## src/rtl/video_gen_window_if.sv

```systemverilog
// Image RAM read port between the pixel generator and its RAM.
// Address goes out, read data comes back a fixed latency later.
interface video_gen_window_if #(
  parameter int ADDR_W = 16
) ();
  logic [ADDR_W-1:0] mem_addr;
  logic [7:0]        mem_q;

  modport master (output mem_addr, input mem_q);
  modport slave  (input mem_addr, output mem_q);
endinterface

```

## src/rtl/video_gen_window.sv

```systemverilog
// Windowed image pixel generator: screen coord -> RAM read -> RGB888.
// Sync and blank ride along so pixels stay aligned with them.
module video_gen_window #(
  parameter int IMG_W   = 256,
  parameter int IMG_H   = 256,
  parameter int COORD_W = 10,
  parameter int ADDR_W  = 16,
  parameter int MEM_LAT = 1
) (
  input  logic               clk,
  input  logic               rst_n,
  input  logic [COORD_W-1:0] x,
  input  logic [COORD_W-1:0] y,
  input  logic               blank_in,
  input  logic               hsync_in,
  input  logic               vsync_in,
  input  logic [COORD_W-1:0] win_x0,
  input  logic [COORD_W-1:0] win_y0,
  input  logic               scale2x,
  input  logic [1:0]         mode,
  input  logic [23:0]        border,
  video_gen_window_if.master mem,
  output logic [7:0]         r,
  output logic [7:0]         g,
  output logic [7:0]         b,
  output logic               hsync_out,
  output logic               vsync_out
);

  localparam int BAR_W = (IMG_W / 8 < 1) ? 1 : IMG_W / 8;
  localparam logic [COORD_W-1:0] BAR_C = COORD_W'(BAR_W);
  localparam logic [ADDR_W-1:0] IMG_W_A = ADDR_W'(IMG_W);

  typedef struct packed {
    logic               in_win;
    logic [1:0]         mode;
    logic [23:0]        border;
    logic [COORD_W-1:0] col;
    logic               hs;
    logic               vs;
    logic               bl;
  } side_t;

  // Blank set on reset so the output shows black until real data arrives
  localparam side_t SIDE_RST = '{
    in_win: 1'b0, mode: 2'b00, border: 24'h0, col: '0,
    hs: 1'b0, vs: 1'b0, bl: 1'b1
  };

  side_t               s0_d, s0_q;
  logic [COORD_W-1:0]  dy0_d, dy0_q;
  logic                sc0_d, sc0_q;
  side_t               s1_d, s1_q;
  logic [ADDR_W-1:0]   addr_d, addr_q;
  side_t               dl_d [MEM_LAT];
  side_t               dl_q [MEM_LAT];
  logic [23:0]         rgb_d, rgb_q;
  logic                hs_d, hs_q;
  logic                vs_d, vs_q;

  logic [COORD_W:0]    dx, dy;
  logic [31:0]         lim_x, lim_y;
  logic [COORD_W-1:0]  colv, rowv;
  logic [COORD_W-1:0]  idx;
  logic [2:0]          bar;
  side_t               o;
  logic [7:0]          q;

  // Stage 0: window-relative offsets and the in-window test
  always_comb begin
    dx    = {1'b0, x} - {1'b0, win_x0};
    dy    = {1'b0, y} - {1'b0, win_y0};
    lim_x = scale2x ? 32'(IMG_W) << 1 : 32'(IMG_W);
    lim_y = scale2x ? 32'(IMG_H) << 1 : 32'(IMG_H);
    s0_d        = SIDE_RST;
    s0_d.in_win = !blank_in && !dx[COORD_W] && !dy[COORD_W]
                  && (32'(dx[COORD_W-1:0]) < lim_x)
                  && (32'(dy[COORD_W-1:0]) < lim_y);
    s0_d.mode   = mode;
    s0_d.border = border;
    s0_d.col    = dx[COORD_W-1:0];
    s0_d.hs     = hsync_in;
    s0_d.vs     = vsync_in;
    s0_d.bl     = blank_in;
    dy0_d       = dy[COORD_W-1:0];
    sc0_d       = scale2x;
  end

  // Stage 1: image address; held outside the window to avoid read toggling
  always_comb begin
    colv     = s0_q.col >> sc0_q;
    rowv     = dy0_q >> sc0_q;
    s1_d     = s0_q;
    s1_d.col = colv;
    addr_d   = addr_q;
    if (s0_q.in_win)
      addr_d = ADDR_W'(colv) + ADDR_W'(rowv) * IMG_W_A;
  end

  // Sideband delay line matching the RAM read latency
  always_comb begin
    dl_d[0] = s1_q;
    for (int i = 1; i < MEM_LAT; i++)
      dl_d[i] = dl_q[i-1];
  end

  // Output stage: colour conversion against the returned RAM byte
  always_comb begin
    o     = dl_q[MEM_LAT-1];
    q     = mem.mem_q;
    idx   = o.col / BAR_C;
    bar   = (idx > COORD_W'(7)) ? 3'd7 : idx[2:0];
    rgb_d = 24'h0;
    hs_d  = o.hs;
    vs_d  = o.vs;
    if (o.bl) begin
      rgb_d = 24'h0;
    end else if (!o.in_win) begin
      rgb_d = o.border;
    end else begin
      unique case (o.mode)
        2'b00: rgb_d = {q, q, q};
        2'b01: rgb_d = {q[7:5], q[7:5], q[7:6],
                        q[4:2], q[4:2], q[4:3],
                        q[1:0], q[1:0], q[1:0], q[1:0]};
        2'b10: rgb_d = {{8{bar[2]}}, {8{bar[1]}}, {8{bar[0]}}};
        2'b11: rgb_d = o.border;
      endcase
    end
  end

  // Pipeline registers, all cleared asynchronously
  always_ff @(posedge clk or negedge rst_n) begin
    if (!rst_n) begin
      s0_q   <= SIDE_RST;
      dy0_q  <= '0;
      sc0_q  <= 1'b0;
      s1_q   <= SIDE_RST;
      addr_q <= '0;
      for (int i = 0; i < MEM_LAT; i++)
        dl_q[i] <= SIDE_RST;
      rgb_q  <= 24'h0;
      hs_q   <= 1'b0;
      vs_q   <= 1'b0;
    end else begin
      s0_q   <= s0_d;
      dy0_q  <= dy0_d;
      sc0_q  <= sc0_d;
      s1_q   <= s1_d;
      addr_q <= addr_d;
      for (int i = 0; i < MEM_LAT; i++)
        dl_q[i] <= dl_d[i];
      rgb_q  <= rgb_d;
      hs_q   <= hs_d;
      vs_q   <= vs_d;
    end
  end

  assign mem.mem_addr = addr_q;
  assign r            = rgb_q[23:16];
  assign g            = rgb_q[15:8];
  assign b            = rgb_q[7:0];
  assign hsync_out    = hs_q;
  assign vsync_out    = vs_q;

endmodule

```

## src/flat_wrapper.sv

```systemverilog
// flat-port wrapper written by rule: the top's interface ports become plain ports
module video_gen_window_flat 
#(
  parameter int IMG_W   = 256,
  parameter int IMG_H   = 256,
  parameter int COORD_W = 10,
  parameter int ADDR_W  = 16,
  parameter int MEM_LAT = 1
)
  (clk, rst_n, x, y, blank_in, hsync_in, vsync_in, win_x0, win_y0, scale2x, mode, border, r, g, b, hsync_out, vsync_out, mem_mem_addr, mem_mem_q);
  video_gen_window_if #(.ADDR_W(ADDR_W)) mem_i ();
  input  logic clk;
  input  logic rst_n;
  input  logic [COORD_W-1:0] x;
  input  logic [COORD_W-1:0] y;
  input  logic blank_in;
  input  logic hsync_in;
  input  logic vsync_in;
  input  logic [COORD_W-1:0] win_x0;
  input  logic [COORD_W-1:0] win_y0;
  input  logic scale2x;
  input  logic [1:0] mode;
  input  logic [23:0] border;
  output logic [7:0] r;
  output logic [7:0] g;
  output logic [7:0] b;
  output logic hsync_out;
  output logic vsync_out;
  output wire logic [$bits(mem_i.mem_addr)-1:0] mem_mem_addr;
  input wire logic [$bits(mem_i.mem_q)-1:0] mem_mem_q;
  assign mem_mem_addr = mem_i.mem_addr;
  assign mem_i.mem_q = mem_mem_q;
  video_gen_window #(.IMG_W(IMG_W), .IMG_H(IMG_H), .COORD_W(COORD_W), .ADDR_W(ADDR_W), .MEM_LAT(MEM_LAT)) u_core (.clk(clk), .rst_n(rst_n), .x(x), .y(y), .blank_in(blank_in), .hsync_in(hsync_in), .vsync_in(vsync_in), .win_x0(win_x0), .win_y0(win_y0), .scale2x(scale2x), .mode(mode), .border(border), .mem(mem_i), .r(r), .g(g), .b(b), .hsync_out(hsync_out), .vsync_out(vsync_out));
endmodule
```

## config.mk

```make
export PLATFORM = sky130hd
export DESIGN_NAME = video_gen_window_flat
export DESIGN_NICKNAME = d
export VERILOG_FILES = /design/src/rtl/video_gen_window_if.sv /design/src/rtl/video_gen_window.sv /design/src/flat_wrapper.sv
export SDC_FILE = /design/constraint.sdc
export NUM_CORES = 1
export LEC_CHECK = 0
export BUFFER_PORTS_ARGS = -buffer_cell sky130_fd_sc_hd__buf_4
export CORE_MARGIN = 3
export CORE_UTILIZATION = 40
export CTS_CLUSTER_SIZE = 14
export DETAILED_ROUTE_END_ITERATION = 12
export PLACE_DENSITY_LB_ADDON = 0.2
export SLEW_MARGIN = 0
export SYNTH_ARGS = -nofsm -noshare
export SYNTH_HDL_FRONTEND = slang
export SYNTH_SLANG_ARGS = --single-unit
```

## constraint.sdc

```tcl
create_clock -name clk -period 7.2 [get_ports clk]
set_input_delay 0.36 -clock clk [delete_from_list [all_inputs] [get_ports clk]]
set_output_delay 0.36 -clock clk [all_outputs]
set_load 0.005 [all_outputs]
```

**Word-level counts from Yosys, hierarchy flattened**

Index checks and enable logic that the tools add are counted.

- $add $sub $neg: 3
- Order comparisons: 3
- Equality and inequality tests: 3
- Shift operators: 2
- Mux-type cells: 5
- Reduce and logical (&&, ||, !) cells: 8

Operator list:

| kind | count |
|---|---|
| $pmux 24 s4 | 1 |
| $lt 10x32->1 | 2 |
| $mux 24 | 2 |
| $sub 10x10->11 | 2 |
| $add 10x16->16 | 1 |
| $mux 10 | 1 |
| $shr 10x1->10 | 1 |
| $shr 10x1->8 | 1 |
| $gt 5x3->1 const B | 1 |
| $eq 2x2->1 const B | 2 |
| $logic_and 1x1->1 | 4 |
| $logic_not 1->1 | 3 |
| $mux 3 | 1 |
| $eq 2x1->1 const B | 1 |
| $logic_not 2->1 | 1 |

- Flip-flop bits (word level): 173
- Input port bits: 80
- Output and inout bits: 42
- Word-level logic and storage cells: 51

**Logic depth before layout (Yosys ltp)**

- Depth after elaboration: 6
- Mapped depth: 13
- Mapped depth without buffers: 13

**Worst setup path before layout**

No wires, ideal clock.

- Kind: reg2reg
- From: register u_core.sc0_q
- To: register u_core.addr_q[14], in the netlist u_core.mem.mem_addr[14]
- Setup time: 0.125 ns
- Arrival time: 2.397 ns
- Data required time: 7.075 ns
- Path slack: 4.678 ns
- Cell stages (with the launch flop): 12
- Path buffers: 2
- Period minus slack after synthesis: 2.522 ns
- Cell sequence: dfrtp_1 buf_2 buf_2 mux2_2 ha_1 inv_1 fa_1 and4b_1 nand2_1 xor2_1 mux2i_1 mux2_2

- Cells in the longest elaborated chain, start to end: 2
- Elaborated cells on any way between the ends: 3
- Those cells by class: add/sub (1); shift (2)

Ends and longest elaborated chain:

| element | RTL line | source |
|---|---|---|
| from (decl) | video_gen_window.sv:52 | `logic sc0_d, sc0_q;` |
| from (signal assigned) | video_gen_window.sv:137 | `sc0_q <= 1'b0;` |
| from (signal assigned) | video_gen_window.sv:148 | `sc0_q <= sc0_d;` |
| $shr 10x1->10 | video_gen_window.sv:91 | `colv = s0_q.col >> sc0_q;` |
| named net u_core.colv[8] | video_gen_window.sv:63 | `logic [COORD_W-1:0] colv, rowv;` |
| $add 10x16->16 | video_gen_window.sv:97 | `addr_d = ADDR_W'(colv) + ADDR_W'(rowv) * IMG_W_A;` |
| to (signal assigned) | video_gen_window.sv:150 | `addr_q <= addr_d;` |
| to (decl) | video_gen_window.sv:54 | `logic [ADDR_W-1:0] addr_d, addr_q;` |

The timed path passes the listed nets, and every way through them passes these cells.
A chain may end at the register's enable or synchronous reset.

**Worst setup path in the final report**

Same ends and word-level chain as after synthesis.

==> reports/results.ini <==
[sta]
timing.setup.tns_ps = 0
max_freq_mhz = 352
finalSetupViolations = 0
final_max_slew_viol_count = 0
hold_viol = 0
final.min_clock_period_ps = 2840
max_slew_margin_pct = 34.1
fin_skew_ps = 7.25
whs_ps = 44.5
tightest_slew_ps = 989
rsz0062_at_grt = false
period_share_pct = 39.4
setup_slack_ps = 4360

[die]
ioPinCount = 122
die_w_um = 131
core.rowCount = 44
die_h_um = 131
dieArea_mm2 = 0.0170
coreArea_mm2 = 0.0149
start_util_pct = 41.7

[logic_synthesis]
synth_top_area_share_pct = 64.2
synth_cell_types = 37
syn_avg_cell_area_um2 = 12.4
seq_area_frac_synth_pct = 65.4
synth_fp_nets = 607
synth_top_area_cell = dfrtp_1
ys_top_cells_by_area = dfrtp_1 64%, ha_1 4.8%, a21oi_1 3.4%
syn_inst = 500
synth-seq-cells = 162
yosysWarnings = 0
synthesis.area_mm2 = 0.00620

[cells_and_area]
nets = 735
filler_cell_count = 1300
final_layout_size_suffix_gt1_share_pct = 26.7
area_growth_pct = 27.2
final_area_mm2 = 0.00789
diodes = 0
stdcell_count = 825
utilization_pct = 53.1

[critical_path]
required_ps = 7500
crit_top_cell = mux2_2
path_delay_family = flip-flops
worstPathArrival_ps = 3140
worstPathCellList = mux2_2 -> ha_1 -> inv_1 -> fa_1 -> and4b_1 -> nand2_1 -> xor2_1 -> mux2i_1 -> mux2_2
critPathSlowestCell = dfrtp_1
end_kind = register
r2r_end = u_core.mem.mem_addr[14]
cpPeakStageDelay_ps = 860
crit_type = register to register
startpoint_type = register
reg2reg_slack_ps = 4360
path_buf_inv = 1
reg2regPathDepth = 9
cp_max_fo = 20
reg2reg_from = u_core.sc0_q

[global_route]
grt_max_degree = 84
grt_antenna_before_repair = 0
track_usage_pct = 14.2
grt_pass1_vias = 4057
overflow = 0
grt_pass1_wl_um = 18800

[cts]
clock-root-buffer = clkbuf_16
insertion_delay_ps = 420
path_clk_slew_ps = 60
cts_buffer_depth = 2
cts_htree_levels = 4
numCtsBuffers = 17
clkSinkCount = 162
cts_tree = built

[pwr]
leakage_nw = 3.78
ir_worst_vdd_mv = 0.150
power.density_mw_per_mm2 = 294
total_power_mw = 2.32

[hold_path]
hold_path.class = primary input to register
min_path_cells = 1
hold_start = border[19]
hold-path-endpoint = u_core.s0_q[32]

[place]
pre_cts_slack_ps = 4360
placed_area_mm2 = 0.00729
dp_hpwl_um = 8310
io_buffer_count = 121
dp_cells = 792
place.gp.congestion = 0.831

[drt]
route.detailed.drc = 0
via_per_inst = 4.87
via_count = 4020
drtIter0Drc = 310
dr.pass1.iters = 4
wl_um = 11600
ant_nets = 0
wl_per_cell_um = 14.1

[run_status]
status = complete, no violations

[run]
cap_violations = 0

## power by group
group	switching [mW]	internal, mW
registers	0.0667	1.02
logic	0.164	0.198
clock network	0.372	0.497
## layout by cell type, fill, tap and decap left out, types with 2 or more instances in the layout
cell type,instances
xor2_1,5
mux2i_1,12
nor2_1,28
buf_4,121
o41ai_1,2
nand2b_1,11
o2bb2ai_1,2
a21oi_1,42
a22o_1,2
nand2_1,47
mux2_2,13
a21o_1,6
o221ai_1,2
o22a_1,2
inv_6,4
xnor2_1,18
clkinv_4,3
dfstp_2,3
a2111o_1,2
nor3_1,10
o22ai_1,21
dfrtp_1,159
inv_1,34
ha_1,24
o21ai_0,18
inv_8,3
nor2b_1,9
fa_1,3
o21a_1,2
clkinvlp_4,3
clkbuf_16,17
## synthesized netlist by cell type (all sizes together)
cell and n:
buf 6, or3 1, nand3 1, and3 1
a31oi 1, mux2 13, o2bb2ai 2, o41ai 2
fa 3, nor3b 1, nand2 47, a21oi 42
nor2 28, nor3 10, mux2i 12, o22ai 21
nand2b 11, a2111oi 1, dfstp 3, ha 24
clkbuf 8, o22a 2, o221ai 2, a2111o 2
and2 1, o21a 2, a21o 6, nand3b 1
xnor2 18, xor2 5, nor2b 9, inv 34
a22o 2, and4b 1, dfrtp 159, o21ai 18
## registers in the layout, indices dropped and copies added, names as in the netlist, 9 cells and up
name                 cells
u_core.dl_d             35
u_core.dl_q             33
u_core.s0_q             40
u_core.dy0_q             9
u_core.mem.mem_addr     16
u_core.rgb_q            24
## layout make-up
| class | count | area (um2) | share of cell area [%] |
|---|---|---|---|
| Clock buffer | 18 | 439 | 5.57 |
| Timing Repair Buffer | 123 | 930 | 11.8 |
| Sequential cell | 162 | 4060 | 51.4 |
| Clock inverter | 14 | 148 | 1.87 |
| Multi-Input combinational cell | 290 | 1960 | 24.8 |
| Tap cell | 184 | 230 | 2.92 |
| Inverter | 34 | 128 | 1.62 |
## logic make-up (layout without fill, tap and decap cells)
logic type	after synthesis	count (layout)	synth area share (%)
buffers and inverters	48	189	3.01
XOR/XNOR	23	23	3.25
AND/OR/NAND/NOR	112	112	8.15
multiplexers	25	25	4.30
adder cells (fa/ha/maj)	27	27	5.81
AO/OA/AOI/OAI	103	103	10.0
flip-flops	162	162	65.4
## routing by layer
| layer | GRT usage (%) | routed length (um) | up-vias | part of all wire (%) |
|---|---|---|---|---|
| li1 | - | - | 1951 | - |
| met1 | 16.6 | 4760 | 1922 | 41 |
| met2 | 23.7 | 5760 | 127 | 50 |
| met3 | 5.08 | 849 | 20 | 7.3 |
| met4 | 6.17 | 223 | 0 | 1.9 |
| met5 | 0 | 0 | - | 0 |
## worst max-delay path by stage
| stage | startpoint | endpoint | slack, ps | cells after the start |
|---|---|---|---|---|
| 4_1_cts | u_core.sc0_q | u_core.mem.mem_addr[14] | 4340 | 9 |
| 5_1_grt | u_core.sc0_q | u_core.mem.mem_addr[14] | 4130 | 9 |
| 6_report | u_core.sc0_q | u_core.mem.mem_addr[14] | 4360 | 9 |
| 2_1_floorplan | u_core.sc0_q | u_core.mem.mem_addr[14] | 4680 | 11 |
| 3_3_place_gp | u_core.sc0_q | u_core.mem.mem_addr[14] | 4440 | 9 |
| 3_5_place_dp | u_core.sc0_q | u_core.mem.mem_addr[14] | 4360 | 9 |
## what timing repair did
action | in CTS | in global routing
buffers inserted | 0 | 0
hold buffers | 1 | 0
endpoints found under the hold margin | 76 | 0
resized for setup | 0 | 0
(Power assumes the default switching activity.)
